<file path="src/rtl/hs_rx_deserializer.sv">
// HS receive deserializer for one D-PHY data lane: SoT sync search at either bit alignment,
// then LSB-first byte assembly. Define RX_SOT_TOLERANT_EN to accept a sync byte with one bit error.
module hs_rx_deserializer #(
  parameter logic [7:0]  SYNC_WORD    = 8'hB8,
  parameter int unsigned SYNC_TIMEOUT = 16
) (
  input  logic       RxDDRClkHS,
  input  logic       RxRst,
  input  logic       des_en,
  input  logic       serial_B1,
  input  logic       serial_B2,
  output logic [7:0] RxByteHS,
  output logic       RxValidHS,
  output logic       RxActiveHS,
  output logic       RxSyncHS,
  output logic       ErrSotHS,
  output logic       ErrSotSyncHS
);

  localparam int unsigned          TimeoutW   = $clog2(SYNC_TIMEOUT + 1);
  localparam logic [TimeoutW-1:0] TimeoutVal = TimeoutW'(SYNC_TIMEOUT);

  typedef enum logic [1:0] {StIdle, StSearch, StReceive, StErrWait} state_e;

  state_e              state_q, state_d;
  logic [7:0]          sr_q, sr_d;
  logic [2:0]          bit_cnt_q, bit_cnt_d;
  logic [TimeoutW-1:0] to_cnt_q, to_cnt_d;
  logic [7:0]          byte_q, byte_d;
  logic                valid_q, valid_d;
  logic                active_q, active_d;
  logic                sync_q, sync_d;
  logic                err_sot_q, err_sot_d;
  logic                err_sync_q, err_sync_d;

  // B1 shifts in first, then B2; sr_b1 is also the odd sync window, sr_b2 the even one.
  logic [7:0] sr_b1, sr_b2;
  logic [2:0] cnt_b1, cnt_b2;
  logic       done_b1, done_b2;

  assign sr_b1   = {serial_B1, sr_q[7:1]};
  assign sr_b2   = {serial_B2, sr_b1[7:1]};
  assign done_b1 = (bit_cnt_q == 3'd7);
  assign cnt_b1  = bit_cnt_q + 3'd1;
  assign done_b2 = (cnt_b1 == 3'd7);
  assign cnt_b2  = cnt_b1 + 3'd1;

  logic exact_odd, exact_even, near_odd, near_even;
  logic match_odd, match_even, match_tol;

  assign exact_odd  = (sr_b1 == SYNC_WORD);
  assign exact_even = (sr_b2 == SYNC_WORD);

`ifdef RX_SOT_TOLERANT_EN
  assign near_odd  = ($countones(sr_b1 ^ SYNC_WORD) == 1);
  assign near_even = ($countones(sr_b2 ^ SYNC_WORD) == 1);
`else
  assign near_odd  = 1'b0;
  assign near_even = 1'b0;
`endif

  // Priority: exact odd, exact even, near odd, near even.
  assign match_odd  = exact_odd | (~exact_even & near_odd);
  assign match_even = ~match_odd & (exact_even | near_even);
  assign match_tol  = ~exact_odd & ~exact_even & (near_odd | near_even);

  always_comb begin
    state_d    = state_q;
    sr_d       = sr_q;
    bit_cnt_d  = bit_cnt_q;
    to_cnt_d   = to_cnt_q;
    byte_d     = byte_q;
    valid_d    = 1'b0;
    sync_d     = 1'b0;
    err_sot_d  = 1'b0;
    err_sync_d = 1'b0;

    unique case (state_q)
      StIdle: begin
        if (des_en) begin
          state_d  = StSearch;
          sr_d     = '0;
          to_cnt_d = '0;
        end
      end
      StSearch: begin
        sr_d     = sr_b2;
        to_cnt_d = to_cnt_q + TimeoutW'(1);
        if (!des_en) begin
          state_d = StIdle;
        end else if (match_odd || match_even) begin
          state_d   = StReceive;
          sync_d    = 1'b1;
          err_sot_d = match_tol;
          // Odd alignment: B2 of this cycle is already bit0 of the first byte.
          bit_cnt_d = match_odd ? 3'd1 : 3'd0;
        end else if (to_cnt_d == TimeoutVal) begin
          state_d    = StErrWait;
          err_sync_d = 1'b1;
        end
      end
      StReceive: begin
        sr_d      = sr_b2;
        bit_cnt_d = cnt_b2;
        if (done_b1) begin
          valid_d = 1'b1;
          byte_d  = sr_b1;
        end else if (done_b2) begin
          valid_d = 1'b1;
          byte_d  = sr_b2;
        end
        if (!des_en) state_d = StIdle;
      end
      StErrWait: begin
        if (!des_en) state_d = StIdle;
      end
      default: state_d = StIdle;
    endcase

    active_d = (state_d == StReceive);
  end

  always_ff @(posedge RxDDRClkHS) begin
    if (RxRst) begin
      state_q    <= StIdle;
      sr_q       <= '0;
      bit_cnt_q  <= '0;
      to_cnt_q   <= '0;
      byte_q     <= '0;
      valid_q    <= 1'b0;
      active_q   <= 1'b0;
      sync_q     <= 1'b0;
      err_sot_q  <= 1'b0;
      err_sync_q <= 1'b0;
    end else begin
      state_q    <= state_d;
      sr_q       <= sr_d;
      bit_cnt_q  <= bit_cnt_d;
      to_cnt_q   <= to_cnt_d;
      byte_q     <= byte_d;
      valid_q    <= valid_d;
      active_q   <= active_d;
      sync_q     <= sync_d;
      err_sot_q  <= err_sot_d;
      err_sync_q <= err_sync_d;
    end
  end

  assign RxByteHS     = byte_q;
  assign RxValidHS    = valid_q;
  assign RxActiveHS   = active_q;
  assign RxSyncHS     = sync_q;
  assign ErrSotHS     = err_sot_q;
  assign ErrSotSyncHS = err_sync_q;

endmodule
</file>
<file path="config.mk">
export PLATFORM = sky130hd
export DESIGN_NAME = hs_rx_deserializer
export DESIGN_NICKNAME = d
export VERILOG_FILES = /design/src/rtl/hs_rx_deserializer.sv
export SDC_FILE = /design/constraint.sdc
export NUM_CORES = 1
export LEC_CHECK = 0
export ABC_CLOCK_PERIOD_IN_PS = 3700
export CAP_MARGIN = 40
export CORE_ASPECT_RATIO = 1.1
export CORE_UTILIZATION = 60
export CTS_BUF_LIST = sky130_fd_sc_hd__clkbuf_4 sky130_fd_sc_hd__clkbuf_8
export DETAILED_ROUTE_END_ITERATION = 6
export PLACE_DENSITY_LB_ADDON = 0.25
export SETUP_SLACK_MARGIN = 0.1
export SYNTH_ARGS = -nofsm -noshare
export SYNTH_HDL_FRONTEND = slang
export SYNTH_SLANG_ARGS = --single-unit
export TNS_END_PERCENT = 20
</file>
<file path="constraint.sdc">
create_clock -name RxDDRClkHS -period 3.7 [get_ports RxDDRClkHS]
set_input_delay 0.74 -clock RxDDRClkHS [delete_from_list [all_inputs] [get_ports RxDDRClkHS]]
set_output_delay 0.74 -clock RxDDRClkHS [all_outputs]
set_load 0.02 [all_outputs]
</file>
Word level (Yosys, flattened, before mapping)

Cells that the tools add are included.

Register bits: 30
Output and inout port bits: 13
Logic and storage cells: 64

$add $sub $neg: 3
Eq/ne operators: 12
Multiplexer cells: 20
Bitwise operators: 5
Reduce and logical (&&, ||, !) cells: 15

Operators with widths:

| operator              | count |
|---|---|
| $mux W8               | 3 |
| $eq A8 B8 Y1 const B  | 2 |
| $pmux W8 S2           | 1 |
| $mux W2               | 5 |
| $pmux W5 S2           | 1 |
| $reduce_bool A2 Y1    | 4 |
| $add A3 B1 Y3 const B | 2 |
| $eq A2 B2 Y1 const B  | 3 |
| $eq A3 B3 Y1 const B  | 2 |
| $mux W3               | 2 |
| $ne A2 B2 Y1 const B  | 3 |
| $pmux W2 S3           | 1 |
| $pmux W3 S2           | 1 |
| $reduce_and A2 Y1     | 3 |
| $reduce_or A2 Y1      | 3 |
| $add A5 B1 Y5 const B | 1 |
| $eq A5 B5 Y1 const B  | 1 |
| $mux W1               | 5 |
| $mux W5               | 1 |
| $not A1 Y1            | 4 |
| $reduce_or A4 Y1      | 1 |
| $reduce_and A3 Y1     | 1 |
| $reduce_or A3 Y1      | 1 |
| $eq A2 B1 Y1 const B  | 1 |
| other kinds (3)       | 3 |

Logic depth before layout (Yosys ltp)

Gate-level depths: netlist of the first run.

Word-level depth: 8
Depth in mapped cells: 8
Gate-level depth less buffers: 7

Worst setup path before layout of the first run

OpenSTA, ideal clock, no wires.

Kind: input -> register
From: input serial_B1
To: register active_q, in the netlist RxActiveHS
Data arrival time: 1,680 ps
Required time: 3,585 ps
Setup slack: 1,905 ps
Cell stages on the path: 5
Buffers on the path: 0
Cell sequence: and4bb_1 o21a_1 nand3b_4 o221a_1 and2_1

Word-level cells in the longest chain between the ends: 8
Elaborated cells on any way between the ends: 9

Ends and longest elaborated chain:

| item                   | line | source |
|---|---|---|
| start: declaration     | 10   | `input logic serial_B1,` |
| $eq A8 B8 Y1           | 51   | `assign exact_odd = (sr_b1 == SYNC_WORD);` |
| $not A1 Y1             | --   |  |
| $and A1 B1 Y1          | 64   | `assign match_even = ~match_odd & (exact_even \| near_even);` |
| $logic_or A1 B1 Y1 (*) | 91   | `end else if (match_odd \|\| match_even) begin` |
| $mux W2 (*)            | 91   |  |
| $mux W2 (*)            | 89   | `if (!des_en) begin` |
| $pmux W2 S3 (*)        | 78   | `unique case (state_q)` |
| $eq A2 B2 Y1 (*)       | 120  | `active_d = (state_d == StReceive);` |
| end signal: assignment | 142  | `active_q <= active_d;` |
| end: declaration       | 31   | `logic active_q, active_d;` |

Every way passes the cells marked *; elsewhere a longest branch is shown, timed or not.
A chain may end at the register's enable or synchronous reset.

Worst setup path after layout of the first run

From: input des_en
To: register to_cnt_q[1]

Word-level cells in the longest chain between the ends: 2

Ends and longest elaborated chain:

| item                               | line | source |
|---|---|---|
| start: declaration                 | 9    | `input logic des_en,` |
| $ne A2 B2 Y1 (no source line)      | --   |  |
| $reduce_and A2 Y1 (no source line) | --   |  |
| end signal: assignment             | 139  | `to_cnt_q <= to_cnt_d;` |
| end: declaration                   | 28   | `logic [TimeoutW-1:0] to_cnt_q, to_cnt_d;` |

Every way passes these cells.

==> results of run 1 <==
## Yosys cell counts (2+ instances only)
master / instances
sky130_fd_sc_hd__buf_4: 2
sky130_fd_sc_hd__ha_1: 8
sky130_fd_sc_hd__and3_1: 2
sky130_fd_sc_hd__and2_1: 3
sky130_fd_sc_hd__a21oi_1: 3
sky130_fd_sc_hd__nor3_1: 2
sky130_fd_sc_hd__nand2b_1: 4
sky130_fd_sc_hd__nor2_1: 26
sky130_fd_sc_hd__a32oi_1: 3
sky130_fd_sc_hd__a211oi_1: 8
sky130_fd_sc_hd__nand2_1: 6
sky130_fd_sc_hd__mux2i_1: 10
sky130_fd_sc_hd__o21ai_0: 5
sky130_fd_sc_hd__a22oi_1: 10
sky130_fd_sc_hd__and4bb_2: 2
sky130_fd_sc_hd__nand3_1: 3
sky130_fd_sc_hd__clkbuf_1: 4
sky130_fd_sc_hd__inv_1: 6
sky130_fd_sc_hd__dfxtp_1: 29
sky130_fd_sc_hd__buf_2: 3
sky130_fd_sc_hd__a31oi_1: 2
## layer usage
metal / routed length [µm] / vias up
met5: 0 / -
met4: 33 / 0
met3: 83 / 5
met2: 1268 / 25
met1: 1306 / 540
li1: - / 590
## cell families (layout without fill, tap and decap cells)
kind of cell	Yosys count	in the layout	synth area share [%]
xor gates and xnor gates	1	1	0.6072
buffers and inverters	16	31	4.942
adders and majority gates	9	9	8.326
and+or+nand+nor	53	53	19.34
muxes	10	10	6.939
other	1	1	0.2599
DFF	29	29	40.24
AOI/OAI and AO/OA	38	38	19.34
## worst min-delay path, stage by stage, from the launching register on
cell and delay (ns):
sky130_fd_sc_hd__dfxtp_1 0.32, sky130_fd_sc_hd__nor2_1 0.09, sky130_fd_sc_hd__a211oi_1 0.05
## report_power, final
part	internal (mW)	leakage, nW	switching [mW]	total, mW
logic	0.0166	0.341	0.0312	0.0478
registers	0.315	0.234	0.00394	0.319
clock network	0.0715	0.0310	0.112	0.183
## layout by cell type, fill, tap and decap left out, types with 3 or more instances in the layout
cell type,netlist,routed
sky130_fd_sc_hd__mux2i_1,10,10
sky130_fd_sc_hd__clkdlybuf4s50_1,0,16
sky130_fd_sc_hd__nand2b_1,4,4
sky130_fd_sc_hd__dfxtp_1,29,29
sky130_fd_sc_hd__nand2_1,6,6
sky130_fd_sc_hd__and2_1,3,3
sky130_fd_sc_hd__a211oi_1,8,8
sky130_fd_sc_hd__nand3_1,3,3
sky130_fd_sc_hd__inv_1,6,6
sky130_fd_sc_hd__o21ai_0,5,5
sky130_fd_sc_hd__ha_1,8,8
sky130_fd_sc_hd__clkbuf_4,0,5
sky130_fd_sc_hd__nor2_1,26,26
sky130_fd_sc_hd__a22oi_1,10,10
sky130_fd_sc_hd__a32oi_1,3,3
sky130_fd_sc_hd__a21oi_1,3,3
## through the flow
stage | util (%) | hold WS, ns | power, mW | std cells | worst slack (ns)
2_1_floorplan | - | 0.4836 | 0.3609 | 157 | 1.905
3_3_place_gp | 71.00 | 0.4898 | 0.3713 | 194 | 1.292
3_5_place_dp | 71.00 | 0.4909 | 0.3727 | 194 | 1.274
4_1_cts | 73.44 | 0.5047 | 0.5555 | 202 | 1.617
5_1_grt | 73.44 | 0.5191 | 0.5747 | 202 | 1.524
6_report | 73.44 | 0.5024 | 0.5498 | 202 | 1.593
## flip-flops by register name, indices dropped and copies added, names as in the netlist
signal        cells
ErrSotSyncHS      1
RxActiveHS        1
RxByteHS          8
RxSyncHS          1
RxValidHS         1
bit_cnt_q         3
sr_q              7
state_q           2
to_cnt_q          5
## area by class of cell
cell class / count / share of cell area (%)
Multi-Input combinational cell: 112 / 47.81
Tap cell: 30 / 2.269
Inverter: 6 / 1.362
Sequential cell: 29 / 35.10
Clock inverter: 3 / 1.059
Clock buffer: 5 / 2.269
Timing Repair Buffer: 17 / 10.14
## worst max-delay path by stage
stage / slack (ns) / depth (start not counted) / end / start
floorplan: 1.90 / 5 / RxActiveHS$_SDFF_PP0_ / serial_B1
global placement: 1.29 / 6 / RxActiveHS$_SDFF_PP0_ / serial_B1
detailed placement: 1.27 / 6 / RxActiveHS$_SDFF_PP0_ / serial_B1
CTS: 1.62 / 6 / RxActiveHS$_SDFF_PP0_ / serial_B1
global route: 1.52 / 6 / bit_cnt_q[1]$_SDFFE_PP0P_ / serial_B1
finish: 1.59 / 5 / to_cnt_q[1]$_SDFFE_PP0P_ / des_en
==> results.yml, run 1 <==
run_status:
  outcome: "finished clean"
floorplanning:
  die_y_um: 53.43
  initial_utilization_pct: 64.06
  width_of_the_die_um: 48.75
  floorplan.core_area_mm2: 0.002252
  design.die.area_mm2: 0.002604
  design.portCount: 18
  floorplan.rows: 18
clocking:
  clk-insertion-delay-late_ns: 0.32
  cts_setup_buffers: 0
  clock_tree.htree_level_count: 2
  tritoncts_num_sinks: 29
  cts_tree: "yes"
  cts-resized-gates: 0
  path_clk_slew_ns: 0.09
  cts_made_buffers: 5
  hold_buffers: 0
  cts_root_buf: "sky130_fd_sc_hd__clkbuf_4"
  ctsLongestPathBuffers: 2
timing:
  finalMaxSlewViolations: 0
  rsz0062_at_grt: "no"
  final_hold_viol_count: 0
  max_clock_freq_mhz: 474.6
  min_period_ns: 2.107
  period_share_pct: 56.94
  clock_skew_ns: 0.006106
  tightest_slew_ns: 0.5791
  final-setup-viol-count: 0
  slew-limit-headroom_pct: 60.98
  setup_tns_after_final_layout_ns: 0
synth:
  synth_seq_area_share_pct: 40.24
  mappedNetlistArea_mm2: 0.001443
  synth_top_area_share_pct: 40.24
  register_bit_total_from_synthesis: 29
  postSynthNetCount: 171
  synth_area_leader_cell: "sky130_fd_sc_hd__dfxtp_1"
  synth.yosys.warnings: 0
  synth_area_leaders: "sky130_fd_sc_hd__dfxtp_1, sky130_fd_sc_hd__ha_1, sky130_fd_sc_hd__mux2i_1, sky130_fd_sc_hd__nor2_1, sky130_fd_sc_hd__a22oi_1"
  ys_dominant_reg_cell: "sky130_fd_sc_hd__dfxtp_1"
  ys_types: 37
  synth_enable_flop_cells: 0
  asyncSetResetFlopFracSynth_pct: 0
  syn_area_per_cell_um2: 9.189
  syn-instance-count: 157
routing:
  vias: 1160
  avgViaCountPerCell: 5.743
  post_drt_wl_per_cell_um: 13.32
  drt_iter0_drc: 33
  drc: 0
  postRouteWirelength_mm: 2.691
  route.antenna.remaining_nets: 0
  drt-pass1-iter-count: 4
final_layout:
  layout-area-overhead-vs-synth_pct: 14.66
  nFillCells: 169
  fin_nets: 185
  antenna_cells_inserted: 0
  sequential_cell_area_um2: 580.6
  multi_input_comb_area_um2: 790.8
  final_layout_size_suffix_gt1_share_pct: 8.140
  stdcell_area_mm2: 0.001654
worst_setup_path:
  setup.worst_path.end_class: "flip-flop"
  r2r-end: "RxByteHS[7]$_SDFFE_PP0P_"
  start_kind: "input port"
  critPathMaxStageDelay_ns: 0.61
  reg2reg_setup_slack_ns: 1.88
  crit_path_top_delay_cell: "sky130_fd_sc_hd__clkdlybuf4s50_1"
  cpLargestDelayFamily: "buffers and inverters"
  critPathMaxFanout: 9
  crit-reg2reg-launch: "bit_cnt_q[0]$_SDFFE_PP0P_"
  crit_arrival_ns: 2.32
  timing.critical_path.cells: "clkdlybuf4s50_1 > nand2b_1 > o21ai_0 > a32oi_1 > nor2_1"
  worst_reg_to_reg_path_cell_count: 6
  worstSetupPathType: "input port to flip-flop"
  critical_path_buf_inv_count: 1
  worstPathRequired_ns: 3.91
pwr:
  worst_ir_drop_vdd_mv: 0.2441
  leakage_power_of_the_design_nw: 0.6062
  powerDensity_mw_per_mm2: 332.4
placement:
  portBuffers: 16
  place_hpwl_mm: 1.880
  dpl_cell_area_mm2: 0.001599
  gp_congestion: 0.7730
hold_path:
  holdCritPathClass: "flip-flop to flip-flop"
  holdPathStages: 2
  hold_ep: "RxByteHS[2]$_SDFFE_PP0P_"
  timing.hold.worst.start: "RxByteHS[2]$_SDFFE_PP0P_"
global_route:
  grt_first_pass_wirelength_mm: 4.381
  maximum_number_of_pins_on_one_net_before_global_route_repair: 30
  globalRouteTotalUtil_pct: 22.65
  gr_busiest_metal: "met2"
  groute.layer.met1.usage_pct: 26.75
  global_route.overflow_total: 0
  global_route.usage.met2_pct: 37.04
  grtUsageMet3_pct: 6.034
  grt_antenna_before_repair: 0
  grt_pass1_vias: 1037
run:
  cap_violations: 0
(Power assumes the default switching activity.)
==> run 2: changes to the inputs <==
--- a/config.mk
+++ b/config.mk
@@ -5,10 +5,10 @@
 export SDC_FILE = /design/constraint.sdc
 export NUM_CORES = 1
 export LEC_CHECK = 0
-export ABC_CLOCK_PERIOD_IN_PS = 3700
+export ABC_CLOCK_PERIOD_IN_PS = 2000
 export CAP_MARGIN = 40
 export CORE_ASPECT_RATIO = 1.1
-export CORE_UTILIZATION = 60
+export CORE_UTILIZATION = 57
 export CTS_BUF_LIST = sky130_fd_sc_hd__clkbuf_4 sky130_fd_sc_hd__clkbuf_8
 export DETAILED_ROUTE_END_ITERATION = 6
 export PLACE_DENSITY_LB_ADDON = 0.25
==> constraint.sdc (replaced) <==
create_clock -name RxDDRClkHS -period 2 [get_ports RxDDRClkHS]
set_input_delay 0.4 -clock RxDDRClkHS [delete_from_list [all_inputs] [get_ports RxDDRClkHS]]
set_output_delay 0.4 -clock RxDDRClkHS [all_outputs]
set_load 0.02 [all_outputs]
==> results.yml, run 2 (synthesized netlist as in run 1, its figures left out) <==
run_status:
  outcome: "finished clean"
final_layout:
  finish.cell_count_without_fillers: 210
  largest_register_ffs: 8
  fin_nets: 193
  layout-area-overhead-vs-synth_pct: 20.03
  nFillCells: 175
  most_frequent_cells_in_the_layout: "sky130_fd_sc_hd__dfxtp_1, sky130_fd_sc_hd__nor2_1, sky130_fd_sc_hd__clkdlybuf4s50_1, sky130_fd_sc_hd__mux2i_1, sky130_fd_sc_hd__a22oi_1"
  layout.cells.most_common: "sky130_fd_sc_hd__dfxtp_1"
  final_layout_size_suffix_gt1_share_pct: 12.78
  antenna_cells_inserted: 0
global_route:
  grt_pass1_vias: 1080
  grt_first_pass_wirelength_mm: 4.485
  global_route.overflow_total: 0
  grt_antenna_before_repair: 0
  maximum_number_of_pins_on_one_net_before_global_route_repair: 18
  globalRouteTotalUtil_pct: 21.75
timing:
  period_share_pct: 88.39
  rsz0062_at_grt: "no"
  slew-limit-headroom_pct: 61.43
  tightest_slew_ns: 0.5724
  post-route-worst-setup-slack_ns: 0.2322
  final_hold_viol_count: 0
  clock_skew_ns: 0.006684
  finalMaxSlewViolations: 0
  final-setup-viol-count: 0
  max_clock_freq_mhz: 565.7
  min_period_ns: 1.768
clocking:
  path_clk_slew_ns: 0.09
  clock_tree.htree_level_count: 2
  ctsLongestPathBuffers: 2
  cts_made_buffers: 5
  cts_root_buf: "sky130_fd_sc_hd__clkbuf_4"
  clk-insertion-delay-late_ns: 0.32
  cts_tree: "yes"
  tritoncts_num_sinks: 29
placement:
  portBuffers: 16
  gp_congestion: 0.7975
  dp_worst_setup_slack_ns: -0.07512
  place_hpwl_mm: 2.009
  place.detailed.instances: 202
floorplanning:
  die_y_um: 54.77
  design.portCount: 18
  initial_utilization_pct: 62.19
  floorplan.rows: 18
  floorplan.core_area_mm2: 0.002320
  width_of_the_die_um: 49.97
  design.die.area_mm2: 0.002736
routing:
  route.layer.met1.wl_mm: 1.240
  route.antenna.remaining_nets: 0
  vias: 1190
  dr.max_layer_used: "met3"
  length_of_routed_met3_wiring_um: 124
  drc: 0
  post_drt_wl_per_cell_um: 13.10
  postRouteWirelength_mm: 2.752
  avgViaCountPerCell: 5.667
  drt-pass1-iter-count: 4
  wl_met2_mm: 1.387
  drt_iter0_drc: 30
pwr:
  share_seq_of_total_power_pct: 53.7
  switching_fraction_pct: 24.83
  comb_power_share_pct: 9.2
  p_sw_uw: 273.2
  leakage_power_of_the_design_nw: 0.6526
  powerDensity_mw_per_mm2: 635.5
  worst_ir_drop_vdd_mv: 0.6170
  internal_portion_of_total_power_uw: 827.3
  pwr-share-clk_pct: 37.1
worst_setup_path:
  worstSetupPathType: "flip-flop to flip-flop"
  critPathMaxFanout: 17
  start_kind: "flip-flop"
  setup.worst_path.end_class: "flip-flop"
  crit_arrival_ns: 1.95
  worstPathRequired_ns: 2.18
run:
  cap_violations: 0
hold_path:
  holdCritPathClass: "flip-flop to flip-flop"
## run 2: cell count changes in the layout (fill, tap and decap cells not counted)
cell	before	now
sky130_fd_sc_hd__buf_4	1	9
sky130_fd_sc_hd__ha_1	8	7
sky130_fd_sc_hd__clkbuf_8	0	2
sky130_fd_sc_hd__clkinvlp_4	1	0
sky130_fd_sc_hd__ha_2	0	1
sky130_fd_sc_hd__clkinv_2	2	1
## run 2: path summary, 6_finish.rpt
path | from | to | slack (ns) | cells after the start
max | bit_cnt_q[0]$_SDFFE_PP0P_ | RxByteHS[6]$_SDFFE_PP0P_ | 0.23 | 6
min | RxByteHS[0]$_SDFFE_PP0P_ | RxByteHS[0]$_SDFFE_PP0P_ | 0.50 | 2
max reg2reg | bit_cnt_q[0]$_SDFFE_PP0P_ | RxByteHS[6]$_SDFFE_PP0P_ | 0.23 | 6
min reg2reg | RxByteHS[0]$_SDFFE_PP0P_ | RxByteHS[0]$_SDFFE_PP0P_ | 0.50 | 2
## run 2: timing repair
| action | CTS | global route |
|---|---|---|
| hold buffers | 0 | 0 |
| setup buffers | 0 | 0 |
| gates resized for setup | 0 | 1 |
| endpoints found under the setup margin | 0 | 3 |
| hold endpoints to repair | 0 | 0 |
## run 2: power by group through the flow
stage | clock network (mW) | registers [mW] | logic (mW)
floorplan | 0 | 0.602 | 0.0661
global placement | 0 | 0.603 | 0.0945
detailed placement | 0 | 0.604 | 0.0990
CTS | 0.418 | 0.590 | 0.100
global route | 0.441 | 0.592 | 0.111
finish | 0.408 | 0.591 | 0.102
## run 2: routing by layer
| layer | up-vias | track usage (%) |
|---|---|---|
| met1 | 553 | 24.28 |
| met4 | 0 | 6.667 |
| met2 | 31 | 39.86 |
| met3 | 0 | 6.944 |
| li1 | 606 | - |
| met5 | - | 0 |
## run 2: per-stage QoR
stage | hold WS, ns | instance area, µm² | utilization (%) | power, mW | setup TNS [ns]
5_1_grt | 0.5204 | 1732 | 74.65 | 1.144 | 0
6_report | 0.5037 | 1732 | 74.65 | 1.101 | 0
3_3_place_gp | 0.4871 | 1659 | 71.52 | 0.6978 | -0.03813
4_1_cts | 0.5067 | 1729 | 74.54 | 1.108 | 0
2_1_floorplan | 0.4836 | 1443 | - | 0.6676 | 0
3_5_place_dp | 0.4939 | 1659 | 71.52 | 0.7029 | -0.1903
## run 2: critical path: stages (launching register included)
cell and delay [ns]:
sky130_fd_sc_hd__dfxtp_1 0.41, sky130_fd_sc_hd__inv_1 0.06, sky130_fd_sc_hd__ha_1 0.21, sky130_fd_sc_hd__fa_1 0.37, sky130_fd_sc_hd__and2_1 0.33, sky130_fd_sc_hd__nor2_1 0.18
sky130_fd_sc_hd__a211oi_1 0.07
## run 2: area by class of cell
type,count,area (µm²),share of cell area (%)
timing repair buffer,25,227.7,13.15
tap,30,37.54,2.168
clock buffer,7,65.06,3.757
multi-input combinational,112,793.3,45.81
inverter,6,22.52,1.301
clock inverter,1,5.005,0.2890
sequential,29,580.6,33.53
==> run 3: changes to the inputs <==
--- a/config.mk
+++ b/config.mk
@@ -7,7 +7,6 @@
 export LEC_CHECK = 0
 export ABC_CLOCK_PERIOD_IN_PS = 2000
 export CAP_MARGIN = 40
-export CORE_ASPECT_RATIO = 1.1
 export CORE_UTILIZATION = 57
 export CTS_BUF_LIST = sky130_fd_sc_hd__clkbuf_4 sky130_fd_sc_hd__clkbuf_8
 export DETAILED_ROUTE_END_ITERATION = 6
==> results.yml, run 3 (synthesized netlist as in run 1, its figures left out) <==
clocking:
  clk-insertion-delay-late_ns: 0.33
  cts_tree: "yes"
  tritoncts_num_sinks: 29
  path_clk_slew_ns: 0.09
  cts_root_buf: "sky130_fd_sc_hd__clkbuf_4"
  cts_made_buffers: 5
  clock_tree.htree_level_count: 2
  ctsLongestPathBuffers: 2
global_route:
  grt_antenna_before_repair: 0
  maximum_number_of_pins_on_one_net_before_global_route_repair: 18
  global_route.overflow_total: 0
  globalRouteTotalUtil_pct: 23.76
  grt_pass1_vias: 1094
  grt_first_pass_wirelength_mm: 4.595
floorplanning:
  width_of_the_die_um: 52.31
  die_y_um: 52.31
  floorplan.core_area_mm2: 0.002297
  design.die.area_mm2: 0.002736
  initial_utilization_pct: 62.80
  floorplan.rows: 17
  design.portCount: 18
worst_setup_path:
  worstSetupPathType: "flip-flop to flip-flop"
  critical_path_buf_inv_count: 1
  crit_path_top_delay_cell: "sky130_fd_sc_hd__dfxtp_1"
  worstPathRequired_ns: 2.19
  critPathMaxStageDelay_ns: 0.41
  critPathMaxFanout: 17
  timing.critical_path.cells: "inv_1 > ha_1 > fa_1 > and2_1 > nor2_1 > a211oi_1"
  setup.worst_path.end_class: "flip-flop"
  crit_arrival_ns: 1.95
  cpLargestDelayFamily: "adder cells"
  start_kind: "flip-flop"
timing:
  rsz0062_at_grt: "no"
  max_clock_freq_mhz: 569.1
  tightest_slew_ns: 0.5946
  min_period_ns: 1.757
  final-setup-viol-count: 0
  slew-limit-headroom_pct: 59.94
  clock_skew_ns: 0.007705
  period_share_pct: 87.86
  finalMaxSlewViolations: 0
  final_hold_viol_count: 0
routing:
  route.antenna.remaining_nets: 0
  drt-pass1-iter-count: 4
  vias: 1202
  drc: 0
  postRouteWirelength_mm: 2.761
  post_drt_wl_per_cell_um: 13.34
  avgViaCountPerCell: 5.807
  drt_iter0_drc: 28
pwr:
  powerDensity_mw_per_mm2: 608.1
  worst_ir_drop_vdd_mv: 0.4068
  leakage_power_of_the_design_nw: 0.6419
  total_power_mw: 1.038
final_layout:
  fin_util_pct: 74.29
  antenna_cells_inserted: 0
  fin_nets: 192
  layout.cells.most_common: "sky130_fd_sc_hd__dfxtp_1"
  most_frequent_cells_in_the_layout: "sky130_fd_sc_hd__dfxtp_1, sky130_fd_sc_hd__nor2_1, sky130_fd_sc_hd__clkdlybuf4s50_1, sky130_fd_sc_hd__mux2i_1, sky130_fd_sc_hd__a22oi_1"
  final_layout_size_suffix_gt1_share_pct: 12.29
  nFillCells: 173
  largest_register_ffs: 8
  layout-area-overhead-vs-synth_pct: 18.30
  stdcell_area_mm2: 0.001707
run_status:
  outcome: "finished clean"
placement:
  portBuffers: 16
  dpl_cell_area_mm2: 0.001649
  place_hpwl_mm: 2.079
  gp_congestion: 0.8728
hold_path:
  holdCritPathClass: "flip-flop to flip-flop"
run:
  cap_violations: 0
[run 3: cell types whose count changed in the layout (fill, tap and decap cells not counted)]
cell                       before  now
sky130_fd_sc_hd__buf_4          9    8
sky130_fd_sc_hd__clkbuf_4       5    6
sky130_fd_sc_hd__clkbuf_8       2    0
sky130_fd_sc_hd__clkinv_2       1    2
[run 3: layout make-up]
type                    instances  area [µm²]  share of cell area (%)
well taps                      28       35.03                   2.053
inverters                       6       22.52                   1.320
clock inverters                 2       10.01                  0.5865
flip-flops and latches         29       580.6                   34.02
clock buffers                   6       45.04                   2.639
multi-input cells             112       793.3                   46.48
repair buffers                 24       220.2                   12.90
[run 3: worst reg2reg max path: cells and delay by family, from the launching register on]
kind,cells,cell delay (ns)
flip-flops,1,0.41
AO/OA/AOI/OAI,1,0.06
buffers and inverters,1,0.07
AND/OR/NAND/NOR,2,0.51
adder cells (fa/ha/maj),2,0.58
[run 3: repair_timing]
item	CTS	global route
hold buffers	0	0
gates resized for setup	0	1
setup buffers	0	0
hold endpoints to repair	0	0
setup endpoints to repair	0	6
[run 3: path summary, 6_finish.rpt]
check / end / slack, ns / start / cells past startpoint
max: RxByteHS[0]$_SDFFE_PP0P_ / 0.24 / bit_cnt_q[0]$_SDFFE_PP0P_ / 6
min: RxByteHS[4]$_SDFFE_PP0P_ / 0.50 / RxByteHS[4]$_SDFFE_PP0P_ / 2
min reg2reg: RxByteHS[4]$_SDFFE_PP0P_ / 0.50 / RxByteHS[4]$_SDFFE_PP0P_ / 2
max reg2reg: RxByteHS[0]$_SDFFE_PP0P_ / 0.24 / bit_cnt_q[0]$_SDFFE_PP0P_ / 6
[run 3: per-stage QoR]
step,hold slack [ns],worst slack (ns),TNS [ns],std cells
4_1_cts,0.5059,0.2133,0,207
2_1_floorplan,0.4836,0.3124,0,157
3_3_place_gp,0.4889,-0.01313,-0.01313,199
6_report,0.5022,0.2427,0,207
5_1_grt,0.5255,0.1045,0,207
3_5_place_dp,0.4925,-0.06009,-0.1670,199
[run 3: report_power, final]
| part | switching [mW] | internal, mW |
|---|---|---|
| clock network | 0.202 | 0.147 |
| registers | 0.00684 | 0.583 |
| logic | 0.0596 | 0.0398 |
| total | 0.268 | 0.770 |
[run 3: metal layers]
layer  routed length [µm]  part of all wire, %  GRT usage (%)
met3                  135                  4.9          7.826
met5                    0                    0              0
met4                   55                  2.0          14.47
met1                 1191                   43          24.78
met2                 1379                   50          40.72
